### src/rtl/axi_lite_pkg.sv
// ----------------------------------------------------------------------------
// axi_lite_pkg
//   Shared AXI4-Lite definitions for the Avalon-to-AXI-Lite master bridge:
//   response codes, the bridge FSM state encoding, the default AxPROT value
//   and a helper that classifies a response as an error.
//   No ports (package).
// ----------------------------------------------------------------------------
package axi_lite_pkg;

    typedef enum logic [1:0] {
        RESP_OKAY   = 2'b00,
        RESP_EXOKAY = 2'b01,
        RESP_SLVERR = 2'b10,
        RESP_DECERR = 2'b11
    } axi_resp_e;

    typedef enum logic [2:0] {
        ST_IDLE,
        ST_WR_REQ,
        ST_WR_RESP,
        ST_RD_REQ,
        ST_RD_RESP,
        ST_DONE
    } state_e;

    // Unprivileged, secure, data access.
    localparam logic [2:0] AXPROT_DEFAULT = 3'b000;

    // Anything other than OKAY is reported through the sticky error flag.
    function automatic logic resp_is_error(input logic [1:0] resp);
        return resp != RESP_OKAY;
    endfunction

endpackage

### src/rtl/avalon_axi_lite_master.sv
// ----------------------------------------------------------------------------
// avalon_axi_lite_master
//   Avalon-MM slave port -> AXI4-Lite master port bridge. One outstanding
//   transaction; the Avalon master is held off with avs_waitrequest until the
//   AXI response has arrived, then waitrequest drops for exactly one cycle.
//   Non-OKAY BRESP/RRESP sets a sticky error flag.
//
// Ports
//   ACLK, ARESETN     clock, synchronous active-low reset
//   avs_*             Avalon-MM slave (word address, read/write, byteenable)
//   err_sticky/clear  sticky error flag and its clear strobe
//   M_AXI_*           AXI4-Lite master (AW, W, B, AR, R channels)
//
// Every output comes straight from a register; no input reaches an output
// combinationally.
// ----------------------------------------------------------------------------
module avalon_axi_lite_master
    import axi_lite_pkg::*;
#(
    parameter logic [31:0] C_BASEADDR         = 32'h0000_0000,
    parameter int          C_AVS_ADDR_WIDTH   = 11,
    parameter int          C_M_AXI_ADDR_WIDTH = 32,
    parameter int          C_M_AXI_DATA_WIDTH = 32
) (
    input  logic                            ACLK,
    input  logic                            ARESETN,

    input  logic [C_AVS_ADDR_WIDTH-1:0]     avs_address,
    input  logic                            avs_read,
    input  logic                            avs_write,
    input  logic [C_M_AXI_DATA_WIDTH/8-1:0] avs_byteenable,
    input  logic [C_M_AXI_DATA_WIDTH-1:0]   avs_writedata,
    output logic [C_M_AXI_DATA_WIDTH-1:0]   avs_readdata,
    output logic                            avs_waitrequest,

    output logic                            err_sticky,
    input  logic                            err_clear,

    output logic [C_M_AXI_ADDR_WIDTH-1:0]   M_AXI_AWADDR,
    output logic [2:0]                      M_AXI_AWPROT,
    output logic                            M_AXI_AWVALID,
    input  logic                            M_AXI_AWREADY,
    output logic [C_M_AXI_DATA_WIDTH-1:0]   M_AXI_WDATA,
    output logic [C_M_AXI_DATA_WIDTH/8-1:0] M_AXI_WSTRB,
    output logic                            M_AXI_WVALID,
    input  logic                            M_AXI_WREADY,
    input  logic [1:0]                      M_AXI_BRESP,
    input  logic                            M_AXI_BVALID,
    output logic                            M_AXI_BREADY,
    output logic [C_M_AXI_ADDR_WIDTH-1:0]   M_AXI_ARADDR,
    output logic [2:0]                      M_AXI_ARPROT,
    output logic                            M_AXI_ARVALID,
    input  logic                            M_AXI_ARREADY,
    input  logic [C_M_AXI_DATA_WIDTH-1:0]   M_AXI_RDATA,
    input  logic [1:0]                      M_AXI_RRESP,
    input  logic                            M_AXI_RVALID,
    output logic                            M_AXI_RREADY
);

    localparam int AW = C_M_AXI_ADDR_WIDTH;
    localparam int DW = C_M_AXI_DATA_WIDTH;

    state_e          state_q;
    logic [AW-1:0]   addr_q, addr_d;
    logic [DW-1:0]   wdata_q;
    logic [DW/8-1:0] wstrb_q;
    logic [DW-1:0]   rdata_q;
    logic            awvalid_q, wvalid_q, bready_q, arvalid_q, rready_q;
    logic            wait_q;
    logic            aw_done_q, aw_done_d;
    logic            w_done_q, w_done_d;
    logic            err_q, err_d;
    logic            aw_hs, w_hs, err_set;

    // NOTE: every variable assigned here gets a value first, so no path
    // leaves it holding its old value and no latch is inferred.
    always_comb begin
        aw_hs     = awvalid_q & M_AXI_AWREADY;
        w_hs      = wvalid_q & M_AXI_WREADY;
        aw_done_d = aw_done_q | aw_hs;
        w_done_d  = w_done_q | w_hs;

        err_set = 1'b0;
        if (state_q == ST_WR_RESP && bready_q && M_AXI_BVALID) begin
            err_set = resp_is_error(M_AXI_BRESP);
        end else if (state_q == ST_RD_RESP && rready_q && M_AXI_RVALID) begin
            err_set = resp_is_error(M_AXI_RRESP);
        end
        // A response error in the same cycle as err_clear must not be lost.
        err_d = err_set | (err_q & ~err_clear);

        // Word address to byte address, offset, wrapped to the AXI width.
        addr_d = AW'(C_BASEADDR) + AW'({avs_address, 2'b00});
    end

    // NOTE: non-blocking assignments for all state so every register samples
    // the pre-edge values regardless of statement order.
    always_ff @(posedge ACLK) begin
        if (!ARESETN) begin
            state_q   <= ST_IDLE;
            addr_q    <= '0;
            wdata_q   <= '0;
            wstrb_q   <= '0;
            rdata_q   <= '0;
            awvalid_q <= 1'b0;
            wvalid_q  <= 1'b0;
            bready_q  <= 1'b0;
            arvalid_q <= 1'b0;
            rready_q  <= 1'b0;
            wait_q    <= 1'b1;
            aw_done_q <= 1'b0;
            w_done_q  <= 1'b0;
            err_q     <= 1'b0;
        end else begin
            err_q <= err_d;
            case (state_q)
                ST_IDLE: begin
                    // Write has priority over a (protocol-illegal) concurrent read.
                    if (avs_write) begin
                        addr_q    <= addr_d;
                        wdata_q   <= avs_writedata;
                        wstrb_q   <= avs_byteenable;
                        awvalid_q <= 1'b1;
                        wvalid_q  <= 1'b1;
                        aw_done_q <= 1'b0;
                        w_done_q  <= 1'b0;
                        state_q   <= ST_WR_REQ;
                    end else if (avs_read) begin
                        addr_q    <= addr_d;
                        arvalid_q <= 1'b1;
                        state_q   <= ST_RD_REQ;
                    end
                end
                ST_WR_REQ: begin
                    // AW and W complete independently, in either order.
                    if (aw_hs) awvalid_q <= 1'b0;
                    if (w_hs)  wvalid_q  <= 1'b0;
                    aw_done_q <= aw_done_d;
                    w_done_q  <= w_done_d;
                    if (aw_done_d && w_done_d) begin
                        bready_q <= 1'b1;
                        state_q  <= ST_WR_RESP;
                    end
                end
                ST_WR_RESP: begin
                    if (M_AXI_BVALID) begin
                        bready_q <= 1'b0;
                        wait_q   <= 1'b0;
                        state_q  <= ST_DONE;
                    end
                end
                ST_RD_REQ: begin
                    if (M_AXI_ARREADY) begin
                        arvalid_q <= 1'b0;
                        rready_q  <= 1'b1;
                        state_q   <= ST_RD_RESP;
                    end
                end
                ST_RD_RESP: begin
                    if (M_AXI_RVALID) begin
                        rdata_q  <= M_AXI_RDATA;
                        rready_q <= 1'b0;
                        wait_q   <= 1'b0;
                        state_q  <= ST_DONE;
                    end
                end
                ST_DONE: begin
                    // One-cycle Avalon completion; next command is taken in IDLE.
                    wait_q  <= 1'b1;
                    state_q <= ST_IDLE;
                end
                default: state_q <= ST_IDLE;
            endcase
        end
    end

    assign avs_readdata    = rdata_q;
    assign avs_waitrequest = wait_q;
    assign err_sticky      = err_q;

    assign M_AXI_AWADDR  = addr_q;
    assign M_AXI_AWPROT  = AXPROT_DEFAULT;
    assign M_AXI_AWVALID = awvalid_q;
    assign M_AXI_WDATA   = wdata_q;
    assign M_AXI_WSTRB   = wstrb_q;
    assign M_AXI_WVALID  = wvalid_q;
    assign M_AXI_BREADY  = bready_q;
    assign M_AXI_ARADDR  = addr_q;
    assign M_AXI_ARPROT  = AXPROT_DEFAULT;
    assign M_AXI_ARVALID = arvalid_q;
    assign M_AXI_RREADY  = rready_q;

endmodule

### config.mk
export PLATFORM = sky130hd
export DESIGN_NAME = avalon_axi_lite_master
export DESIGN_NICKNAME = d
export VERILOG_FILES = /design/src/rtl/axi_lite_pkg.sv /design/src/rtl/avalon_axi_lite_master.sv
export SDC_FILE = /design/constraint.sdc
export NUM_CORES = 1
export LEC_CHECK = 0
export BUFFER_PORTS_ARGS = -buffer_cell sky130_fd_sc_hd__buf_2
export CORE_UTILIZATION = 47
export CTS_CLUSTER_SIZE = 24
export DETAILED_ROUTE_END_ITERATION = 16
export PLACE_DENSITY = 0.86
export SYNTH_ARGS = -nofsm -noshare
export SYNTH_HDL_FRONTEND = slang
export SYNTH_SLANG_ARGS = --single-unit
### constraint.sdc
create_clock -name ACLK -period 1.9 [get_ports ACLK]
set_input_delay 0.285 -clock ACLK [delete_from_list [all_inputs] [get_ports ACLK]]
set_output_delay 0.285 -clock ACLK [all_outputs]
set_load 0.02 [all_outputs]
==> metrics.yaml <==
die:
  die_area_sq_mm: 0.00894
  die_w_um: 94.6
  initial_core_util_pct: 48.8
  die_h_um: 94.6
  rows: 33
  ios: 238
  core_sq_mm: 0.00826
routing:
  wire_per_inst_um: 11.7
  routed_wl_um: 8970
  drtAntennaViolNets: 0
  drtIter0Drc: 95
  viasPerCell: 4.63
  wl_met1_um: 3670
  dr_total_vias: 3545
  drc: 0
  wl_met3_um: 664
  dr_wl_met2_um: 4400
  top_layer_used: "met4"
  drt_pass1_iterations: 4
sta:
  post-route-period-util_pct: 81.9
  fin_hold_ws_ns: 0.159
  setup_viol: 0
  fin_crit_ns: 1.56
  rsz0062_at_grt: "no"
  finalMaxSlewViolations: 0
  tightest_slew_ns: 1.12
  fin_skew_ns: 0.0105
  hold_violations: 0
  max_freq_mhz: 642
  fin_setup_tns_ns: 0
  relSlewSlack_pct: 24.9
power_and_ir_drop:
  peakVddDrop_v: 0.000498
  p_comb_share_pct: 35.0
  finalPower_mw: 6.01
  p_leak_nw: 2.39
  clock_power_share_pct: 24.0
  power_frac_seq_pct: 41.0
  power_switching_mw: 2.30
  p_sw_share_pct: 38.3
  power_density_mw_per_mm2: 1200
  internal_power_mw: 3.71
yosys:
  yosysSeqAreaShare_pct: 45.2
  ys_seq_elements: 91
  synth.avg_cell_area_sq_um: 8.34
  netlist_instances: 483
  synth.distinct_cells: 32
  netlist_area_sq_mm: 0.00403
  ys_warn_count: 0
finish:
  area.growth.synth_to_final_pct: 24.0
  drive_gt1_share_pct: 33.6
  finish.utilization_pct: 60.5
  final_cell_mix: "buf_2 (189), nand2_1 (167), dfxtp_1 (91), a21boi_1 (50), conb_1 (48)"
  fillers: 752
  multi_input_area_sq_mm: 0.00177
  n_antenna_cell: 0
  regArea_sq_mm: 0.00182
  final_common_cell: "buf_2"
  num-nets-final: 748
worst_setup_path:
  required_ns: 2.16
  r2r_slack_ns: 0.34
  start_kind: "flop"
  worstRegToRegCells: 5
  crit_path_max_fanout: 28
  worstPathArrival_ns: 1.82
  rr_endpoint: "M_AXI_WDATA[24]"
  worstSetupStartpoint: "state_q[0]"
  r2r_start: "state_q[0]"
  critPathKind: "reg2reg"
  endpoint_kind: "flop"
job:
  maxCapViolCount: 0
grt:
  grt_max_degree: 42
  antenna_found_initial: 0
  grt_use_total_pct: 19.5
  grt_pass1_wl_um: 13700
  grt_overflow_total: 0
  grt_pass1_vias: 3097
clock_tree:
  cts_sinks: 91
  cts_max_level: 3
  path_clk_slew_ns: 0.09
  postCtsResizedCells: 0
  ctsLongestPathBuffers: 2
  cts_tree: "done"
  numCtsBuffers: 9
  insertion_delay_ns: 0.35
  hold_buffers: 0
  cts-root-buf: "clkbuf_8"
  cts_setup_buffers: 0
worst_hold_path:
  holdPathStages: 3
  hp-class: "in2reg"
  hold_path_end: "avs_readdata[10]"
  hp-start: "M_AXI_RDATA[10]"
place:
  routabilityCongestion: 0.771
  io_buffers: 189
  hpwl_um: 6940
run_status:
  status: "finished clean"
through the flow:
step	setup slack, ns	cells	instance area [sq um]
4_1_cts	0.323	765	5000
6_report	0.343	765	5000
5_1_grt	0.163	765	5000
2_1_floorplan	0.639	530	4200
3_5_place_dp	0.186	749	4770
3_3_place_gp	0.298	749	4770
worst max-delay path, cell delays in order (launching register included):
cell and delay [ns]:
dfxtp_1 0.44, nor3_4 0.27, and2_1 0.20, buf_4 0.29
nand2_1 0.10, a21boi_0 0.18
cell type report:
| cell class | count | area share (%) |
|---|---|---|
| flip-flops and latches | 91 | 36.5 |
| inverters | 3 | 0.225 |
| repair buffers | 202 | 20.9 |
| multi-input cells | 348 | 35.3 |
| clock buffers | 9 | 2.48 |
| well taps | 105 | 2.63 |
| clock inverters | 7 | 1.98 |
synthesized netlist by cell type, drive strengths merged:
cell / instances / share of area (%)
nand2: 167 / 16
dfxtp: 91 / 45
a21boi: 80 / 15
buf: 75 / 14
clkbuf: 13 / 1.2
nor2b: 9 / 1.6
o21ai: 9 / 1.1
a21oi: 7 / 0.87
nor2: 4 / 0.37
inv: 3 / 0.28
nand3: 3 / 0.37
o21a: 3 / 0.56
a32oi: 2 / 0.43
nand3b: 2 / 0.37
nor3b: 2 / 0.78
o22ai: 2 / 0.31
o31ai: 2 / 0.37
a2bb2oi: 1 / 0.22
and2: 1 / 0.16
conb: 1 / 0.093
mux2i: 1 / 0.25
nand2b: 1 / 0.16
nor3: 1 / 0.40
nor4: 1 / 0.16
o211ai: 1 / 0.19
o41ai: 1 / 0.22
layer usage:
metal | GRT usage [%] | up-vias
li1 | - | 1802
met1 | 21.9 | 1574
met2 | 34.2 | 149
met3 | 5.07 | 20
met4 | 9.47 | 0
met5 | 0 | -
power groups by stage:
stage / combinational [mW] / clock, mW / sequential (mW)
6_report: 2.10 / 1.44 / 2.47
5_1_grt: 2.31 / 1.57 / 2.51
4_1_cts: 2.11 / 1.49 / 2.47
3_5_place_dp: 2.11 / 0 / 2.51
3_3_place_gp: 2.06 / 0 / 2.49
2_1_floorplan: 1.34 / 0 / 2.80
registers in the layout, summed over array words and instances, names as in the netlist:
signal / cells
M_AXI_BREADY: 1
w_done_q: 1
avs_readdata: 32
aw_done_q: 1
M_AXI_AWVALID: 1
M_AXI_WSTRB: 4
M_AXI_WDATA: 32
M_AXI_RREADY: 1
M_AXI_ARVALID: 1
state_q: 3
avs_waitrequest: 1
M_AXI_WVALID: 1
err_sticky: 1
M_AXI_ARADDR: 11
worst max-delay path by stage:
stage                                  end  slack (ns)  cells after the start
final                      M_AXI_WDATA[24]        0.34                      5
after global routing      M_AXI_ARADDR[11]        0.16                      4
after CTS                  M_AXI_WDATA[24]        0.32                      5
after detailed placement  M_AXI_ARADDR[11]        0.19                      4
after global placement     M_AXI_ARADDR[5]        0.30                      4
after floorplan           avs_readdata[10]        0.64                      6
cell families (layout without fill, tap and decap cells):
| group | count (synthesis) | after routing | synth area share, % |
|---|---|---|---|
| buffers and inverters | 91 | 221 | 15.3 |
| AO/OA/AOI/OAI | 108 | 108 | 19.2 |
| multiplexers | 1 | 1 | 0.249 |
| AND/OR/NAND/NOR | 191 | 191 | 19.9 |
| flip-flops | 91 | 91 | 45.2 |
| other | 1 | 48 | 0.0931 |
Power figures use the tool's default switching activity.
